==> src/rtl/fas_pkg.sv <==
// fas_pkg -- shared types and width helpers for the FAS analysis stage.
//   state_t      : peak analyser group state
//   fw_of/pw_of/aw_of : index, power and accumulator widths
//   RE_LSB/IM_LSB: field positions inside a packed complex bin {re, im}
package fas_pkg;

  typedef enum logic [1:0] {
    S_FILL   = 2'd0,
    S_LAST   = 2'd1,
    S_RESYNC = 2'd2
  } state_t;

  function automatic int fw_of(int nbins);
    return $clog2(nbins);
  endfunction

  // re^2 + im^2 peaks at 2^(2*DW-1); one spare bit keeps it unsigned.
  function automatic int pw_of(int dw);
    return 2 * dw + 1;
  endfunction

  function automatic int aw_of(int dw, int avg_log2);
    return 2 * dw + 1 + avg_log2;
  endfunction

  // bin_d = {re, im}
  function automatic int re_lsb(int dw);
    return dw;
  endfunction

  localparam int IM_LSB = 0;

endpackage

==> src/rtl/fas_peak_analyzer_if.sv <==
// fas_peak_analyzer_if -- bin stream in, peak report out.
//   bin_valid/bin_d/bin_last : complex FFT bin stream, no backpressure
//   thresh                   : detection threshold, used when a report forms
//   done/freq/peak_pwr/peak_found : report (done pulses, the rest hold)
//   frame_err                : one-cycle pulse on a frame-marker violation
// master = bin source / report sink, slave = analyser.
interface fas_peak_analyzer_if #(
  parameter int NBINS = 16,
  parameter int DW    = 16
) ();
  localparam int FW = fas_pkg::fw_of(NBINS);
  localparam int PW = fas_pkg::pw_of(DW);

  logic              bin_valid;
  logic [2*DW-1:0]   bin_d;
  logic              bin_last;
  logic [PW-1:0]     thresh;
  logic              done;
  logic [FW-1:0]     freq;
  logic [PW-1:0]     peak_pwr;
  logic              peak_found;
  logic              frame_err;

  modport master (
    output bin_valid, bin_d, bin_last, thresh,
    input  done, freq, peak_pwr, peak_found, frame_err
  );

  modport slave (
    input  bin_valid, bin_d, bin_last, thresh,
    output done, freq, peak_pwr, peak_found, frame_err
  );
endinterface

==> src/rtl/fas_bin_power.sv <==
// fas_bin_power -- registered magnitude-squared of one complex sample.
//   clk, rst : clock, synchronous active-high reset
//   en       : load a new result this cycle
//   re, im   : signed DW-bit components
//   pwr      : re*re + im*im, unsigned 2*DW+1 bits, one cycle after en
module fas_bin_power #(
  parameter int DW = 16
) (
  input  logic                 clk,
  input  logic                 rst,
  input  logic                 en,
  input  logic signed [DW-1:0] re,
  input  logic signed [DW-1:0] im,
  output logic [2*DW:0]        pwr
);
  logic signed [2*DW-1:0] re_sq;
  logic signed [2*DW-1:0] im_sq;

  // Squares are never negative, so they can be zero-extended before the add.
  assign re_sq = re * re;
  assign im_sq = im * im;

  always_ff @(posedge clk) begin
    if (rst)     pwr <= '0;
    else if (en) pwr <= {1'b0, re_sq} + {1'b0, im_sq};
  end
endmodule

==> src/rtl/fas_peak_analyzer.sv <==
// fas_peak_analyzer -- per-bin power, optional 2^AVG_LOG2 frame accumulation,
// and strongest-bin report after the last frame of each group.
//   clk, rst : clock, synchronous active-high reset
//   bus      : fas_peak_analyzer_if.slave (bin stream in, report out)
// Pipeline: stage 0 checks frame markers and steps the FSM; stage 1 holds
// power, previous accumulation and bin index; stage 2 accumulates, tracks
// the running max and forms the report.
module fas_peak_analyzer
  import fas_pkg::*;
#(
  parameter int NBINS    = 16,
  parameter int DW       = 16,
  parameter int AVG_LOG2 = 0
) (
  input logic               clk,
  input logic               rst,
  fas_peak_analyzer_if.slave bus
);
  localparam int FW     = fw_of(NBINS);
  localparam int PW     = pw_of(DW);
  localparam int AW     = aw_of(DW, AVG_LOG2);
  localparam int CW     = (AVG_LOG2 > 0) ? AVG_LOG2 : 1;
  localparam int FRAMES = 1 << AVG_LOG2;

  // With a single frame per group every frame is the group's last one.
  localparam state_t          FILL_ST   = (AVG_LOG2 == 0) ? S_LAST : S_FILL;
  localparam logic [FW-1:0]   IDX_LAST  = FW'(NBINS - 1);
  localparam logic [CW-1:0]   FCNT_LAST = CW'(FRAMES - 1);

  // ---------------- stage 0: marker check + FSM ----------------
  state_t          state, state_nx;
  logic [FW-1:0]   idx, idx_nx;
  logic [CW-1:0]   fcnt, fcnt_nx;
  logic            accept, err_early, err_miss;

  always_comb begin
    state_nx  = state;
    idx_nx    = idx;
    fcnt_nx   = fcnt;
    accept    = 1'b0;
    err_early = 1'b0;
    err_miss  = 1'b0;
    if (bus.bin_valid) begin
      if (state == S_RESYNC) begin
        // The marker bin closes the garbage frame; the next bin is index 0.
        if (bus.bin_last) begin
          state_nx = FILL_ST;
          idx_nx   = '0;
          fcnt_nx  = '0;
        end
      end else if (bus.bin_last && idx != IDX_LAST) begin
        // Early marker: treat it as the frame boundary and restart the group.
        err_early = 1'b1;
        state_nx  = FILL_ST;
        idx_nx    = '0;
        fcnt_nx   = '0;
      end else if (!bus.bin_last && idx == IDX_LAST) begin
        err_miss = 1'b1;
        state_nx = S_RESYNC;
        idx_nx   = '0;
        fcnt_nx  = '0;
      end else begin
        accept = 1'b1;
        idx_nx = idx + 1'b1;
        if (bus.bin_last) begin
          if (state == S_LAST) begin
            fcnt_nx  = '0;
            state_nx = FILL_ST;
          end else begin
            fcnt_nx = fcnt + 1'b1;
            if (fcnt + 1'b1 == FCNT_LAST) state_nx = S_LAST;
          end
        end
      end
    end
  end

  always_ff @(posedge clk) begin
    if (rst) begin
      state <= FILL_ST;
      idx   <= '0;
      fcnt  <= '0;
    end else begin
      state <= state_nx;
      idx   <= idx_nx;
      fcnt  <= fcnt_nx;
    end
  end

  // ---------------- stage 1 ----------------
  // The erroring bin never enters the pipe. An older bin still in stage 1
  // belongs either to a completed frame (must report) or is a non-final bin
  // whose acc/max effects are masked by fcnt==0 and the bin-0 max restart,
  // so nothing already in flight needs to be killed.
  logic [AW-1:0] acc_mem [NBINS];
  logic [PW-1:0] s1_pwr;
  logic [AW-1:0] s1_acc;
  logic [FW-1:0] s1_idx;
  logic          s1_vld, s1_last, s1_grp_last;

  fas_bin_power #(.DW(DW)) u_pwr (
    .clk (clk),
    .rst (rst),
    .en  (accept),
    .re  (bus.bin_d[re_lsb(DW) +: DW]),
    .im  (bus.bin_d[IM_LSB +: DW]),
    .pwr (s1_pwr)
  );

  always_ff @(posedge clk) begin
    if (rst) s1_vld <= 1'b0;
    else     s1_vld <= accept;
  end

  // First frame of a group starts from zero, so acc_mem needs no clearing.
  always_ff @(posedge clk) begin
    if (accept) begin
      s1_acc      <= (fcnt == '0) ? '0 : acc_mem[idx];
      s1_idx      <= idx;
      s1_last     <= bus.bin_last;
      s1_grp_last <= (state == S_LAST);
    end
  end

  // ---------------- stage 2 ----------------
  logic [AW-1:0] sum, max_sum, base_max, new_max;
  logic [FW-1:0] max_idx, base_idx, new_idx;
  logic [PW-1:0] pk;

  always_comb begin
    sum      = s1_acc + AW'(s1_pwr);
    base_max = (s1_idx == '0) ? '0 : max_sum;
    base_idx = (s1_idx == '0) ? '0 : max_idx;
    // Strict compare: ties keep the lower index.
    if (sum > base_max) begin
      new_max = sum;
      new_idx = s1_idx;
    end else begin
      new_max = base_max;
      new_idx = base_idx;
    end
    pk = PW'(new_max >> AVG_LOG2);
  end

  always_ff @(posedge clk) begin
    if (s1_vld) acc_mem[s1_idx] <= sum;
  end

  logic          done_q, found_q, ferr_q;
  logic [FW-1:0] freq_q;
  logic [PW-1:0] pwr_q;

  always_ff @(posedge clk) begin
    if (rst) begin
      max_sum <= '0;
      max_idx <= '0;
      done_q  <= 1'b0;
      freq_q  <= '0;
      pwr_q   <= '0;
      found_q <= 1'b0;
      ferr_q  <= 1'b0;
    end else begin
      done_q <= 1'b0;
      ferr_q <= err_early | err_miss;
      if (s1_vld && s1_grp_last) begin
        max_sum <= new_max;
        max_idx <= new_idx;
        if (s1_last) begin
          done_q  <= 1'b1;
          freq_q  <= new_idx;
          pwr_q   <= pk;
          found_q <= (pk >= bus.thresh);
        end
      end
    end
  end

  assign bus.done       = done_q;
  assign bus.freq       = freq_q;
  assign bus.peak_pwr   = pwr_q;
  assign bus.peak_found = found_q;
  assign bus.frame_err  = ferr_q;
endmodule
==> src/flat_wrapper.sv <==
// flat-port wrapper written by rule: the top's interface ports become plain ports
module fas_peak_analyzer_flat import fas_pkg::*;
#(
  parameter int NBINS    = 16,
  parameter int DW       = 16,
  parameter int AVG_LOG2 = 0
)
  (clk, rst, bus_bin_valid, bus_bin_d, bus_bin_last, bus_thresh, bus_done, bus_freq, bus_peak_pwr, bus_peak_found, bus_frame_err);
  fas_peak_analyzer_if #(.NBINS(NBINS), .DW(DW)) bus_i ();
  input logic clk;
  input logic rst;
  input wire logic [$bits(bus_i.bin_valid)-1:0] bus_bin_valid;
  input wire logic [$bits(bus_i.bin_d)-1:0] bus_bin_d;
  input wire logic [$bits(bus_i.bin_last)-1:0] bus_bin_last;
  input wire logic [$bits(bus_i.thresh)-1:0] bus_thresh;
  output wire logic [$bits(bus_i.done)-1:0] bus_done;
  output wire logic [$bits(bus_i.freq)-1:0] bus_freq;
  output wire logic [$bits(bus_i.peak_pwr)-1:0] bus_peak_pwr;
  output wire logic [$bits(bus_i.peak_found)-1:0] bus_peak_found;
  output wire logic [$bits(bus_i.frame_err)-1:0] bus_frame_err;
  assign bus_i.bin_valid = bus_bin_valid;
  assign bus_i.bin_d = bus_bin_d;
  assign bus_i.bin_last = bus_bin_last;
  assign bus_i.thresh = bus_thresh;
  assign bus_done = bus_i.done;
  assign bus_freq = bus_i.freq;
  assign bus_peak_pwr = bus_i.peak_pwr;
  assign bus_peak_found = bus_i.peak_found;
  assign bus_frame_err = bus_i.frame_err;
  fas_peak_analyzer #(.NBINS(NBINS), .DW(DW), .AVG_LOG2(AVG_LOG2)) u_core (.clk(clk), .rst(rst), .bus(bus_i));
endmodule
==> config.mk <==
export PLATFORM = sky130hd
export DESIGN_NAME = fas_peak_analyzer_flat
export DESIGN_NICKNAME = d
export VERILOG_FILES = /design/src/rtl/fas_pkg.sv /design/src/rtl/fas_peak_analyzer_if.sv /design/src/rtl/fas_bin_power.sv /design/src/rtl/fas_peak_analyzer.sv /design/src/flat_wrapper.sv
export SDC_FILE = /design/constraint.sdc
export NUM_CORES = 2
export LEC_CHECK = 0
export ABC_AREA = 1
export BUFFER_PORTS_ARGS = -buffer_cell sky130_fd_sc_hd__buf_2
export CORE_MARGIN = 2
export CORE_UTILIZATION = 58
export CTS_CLUSTER_DIAMETER = 200
export CTS_CLUSTER_SIZE = 10
export DETAILED_ROUTE_END_ITERATION = 8
export PLACE_DENSITY = 0.87
export SKIP_CTS_REPAIR_TIMING = 1
export SKIP_LAST_GASP = 1
export SYNTH_ARGS = -nofsm -noshare
export SYNTH_HDL_FRONTEND = slang
export SYNTH_SLANG_ARGS = --single-unit
export TNS_END_PERCENT = 5
==> constraint.sdc <==
create_clock -name clk -period 7.75 [get_ports clk]
set_input_delay 1.55 -clock clk [delete_from_list [all_inputs] [get_ports clk]]
set_output_delay 1.55 -clock clk [all_outputs]
set_load 0.03 [all_outputs]
==> metrics.txt <==
vias in the first global route=43,509; final setup fails=0; max-cap violation count=0; cell taking the most area after synthesis=edfxtp_1; number of clock sinks=685; Reg-to-Reg Start=u_core.u_pwr.pwr[0]; fin nets=6,958; Pre-Repair DR Iteration Count=6; Mapped Cells=5,666; initial antenna violation count=0; EDFF count, synth=567; per-cell routed wire length=19.7 um; Worst EP required=8.26 ns; Hold Vio Cnt, Final=0; Worst Tran Pin Value=1.22 ns; Clock Skews=0.0266 ns; die area=0.0917 mm2; most common flop cell mapped by yosys=edfxtp_1; Max clock buf depth=3; largest net degree at the start of global routing=205; Ys Warns=0; max-slew violation count=0; Die Height=303 um; Finished Cell Area=0.0596 mm2; number of synthesized register bits=685; crit path time final=7.65 ns; Worst Path Max Fanout=10; I/O pins=109; CP peak stage delay=0.53 ns; crit share post-route=0.987; synthesized area per cell=9.14 um2; PortBufs=108; Reg clk slew, reported paths=0.06 ns; CP max-delay cell=fa_1; Final ANT Viol Nets=0; post-synth cell types=52; CP dominant cell by count=inv_1; FFs w/ async S/R, synth=0; CP endpoint kind=register; Hold Path Class=register to register; first-pass GRT wire length=225,000 um; Final Wtd Congestion=0.983; Util after Layout=0.674; CP Data Arrival Time=8.16 ns; CORE AREA=0.0884 mm2; Iter 0 DRT Violations=4,906; CTS HTree Levels=3; clock tree root driver cell=clkbuf_16; Worst-Skew Late Latency=0.64 ns; Yosys top cell area share=0.329; grt ovf=0; HPWL Detailed=99,100 um; CTS Buf Count=78; critical path class=input pin to register; Die X=303 um; synth cell count leaders=inv_1 (1,164), nand2_1 (950), edfxtp_1 (567); # DRC=0; DP Area=0.0566 mm2; Total GRT Usage=0.314; Worst setup SP type=input pin; layout cell share with drive strength beyond 1=0.146; RSZ-0062 raised after global routing=yes; FMAX=0.131 GHz; crit path launch=bus_bin_d[4]; sum of negative setup slack=0 ns; via count=42,482; initial core utilization=0.586; post-synthesis sequential area ratio=0.374; synthesized net count=6,515; antenna cells=0; Area growth, synth to finish=15.1%; ranking of synthesized cells by area=edfxtp_1 (33%), fa_1 (18%), inv_1 (8.4%); slew margin rel.=0.189; row count=109; Avg Vias per Cell=5.80; placed cells=7,183; hold path start=u_core.bus.peak_pwr[13]; Mapped Area=0.0518 mm2; status=completed; count leader, synth=inv_1; fin cells=7,321; CTS tree=yes; drt total wl=144,000 um
-- kinds of logic after synthesis --
logic type | synth area share
adders and majority gates | 0.258
xor gates and xnor gates | 0.0167
buffers and inverters | 0.104
and+or+nand+nor | 0.148
DFF | 0.374
AOI/OAI and AO/OA | 0.0992
-- through the flow --
step           worst slack [ns]  hold WS [ns]
2_1_floorplan         -0.000967         0.406
3_3_place_gp             -0.612         0.458
3_5_place_dp             -0.610         0.464
4_1_cts                 0.00252         0.473
5_1_grt                  -0.119         0.486
6_report                  0.101         0.474
-- critical path, delay by kind of cell --
kind	cells	cell delay [ns]
fa+ha+maj	8	3.78
compound gates	7	1.18
buf+inv	9	0.72
simple gates	5	0.63
xor+xnor	1	0.28
-- area by class of cell --
type	count	area, um2
fill	6286	28800
timing repair buffer	588	4290
clock buffer	122	2160
inverter	1172	4410
multi-input combinational	3584	27800
sequential	685	19400
clock inverter	5	50.0
tap	1165	1460
-- flip-flops by register name, indices dropped and copies added (netlist names) --
signal / count
u_core.s1_idx: 4
u_core.idx: 4
u_core.s1_acc: 33
u_core.u_pwr.pwr: 33
u_core.bus.freq: 4
u_core.s1_grp_last: 1
u_core.state: 2
u_core.bus.done: 1
u_core.bus.peak_pwr: 33
u_core.s1_vld: 1
u_core.fcnt: 1
u_core.s1_last: 1
u_core.bus.frame_err: 1
u_core.max_idx: 4
u_core.acc_mem: 528
u_core.max_sum: 33
u_core.bus.peak_found: 1
-- routing by layer --
layer | wire [um] | GRT usage
met5 | 0 | 0
met4 | 7370 | 0.148
met3 | 13600 | 0.0521
met2 | 70600 | 0.531
met1 | 52600 | 0.396
-- path summary, 6_finish.rpt --
path | slack (ns) | to | depth (start not counted)
worst min register to register | 0.47 | u_core.bus.peak_pwr[13] | 2
worst max register to register | 1.14 | u_core.bus.peak_found | 32
worst min-delay path | 0.47 | u_core.bus.peak_pwr[13] | 2
worst max-delay path | 0.10 | u_core.u_pwr.pwr[18] | 30
-- layout by cell type, fill, tap and decap left out, types with 42 or more instances in the layout --
cell	instances
a21oi_1	194
buf_2	95
buf_4	470
clkbuf_1	42
clkbuf_16	80
dfxtp_1	114
edfxtp_1	567
fa_1	470
ha_1	280
inv_1	1157
nand2_1	937
nand3_1	211
nand4_1	47
nor2_1	483
o211ai_1	48
o21ai_0	330
o221ai_1	95
o22ai_1	43
xor2_1	59
Power is left out: the tool's default activity adds up to more than one toggle a clock period on the data nets, which glitch-free logic cannot reach.
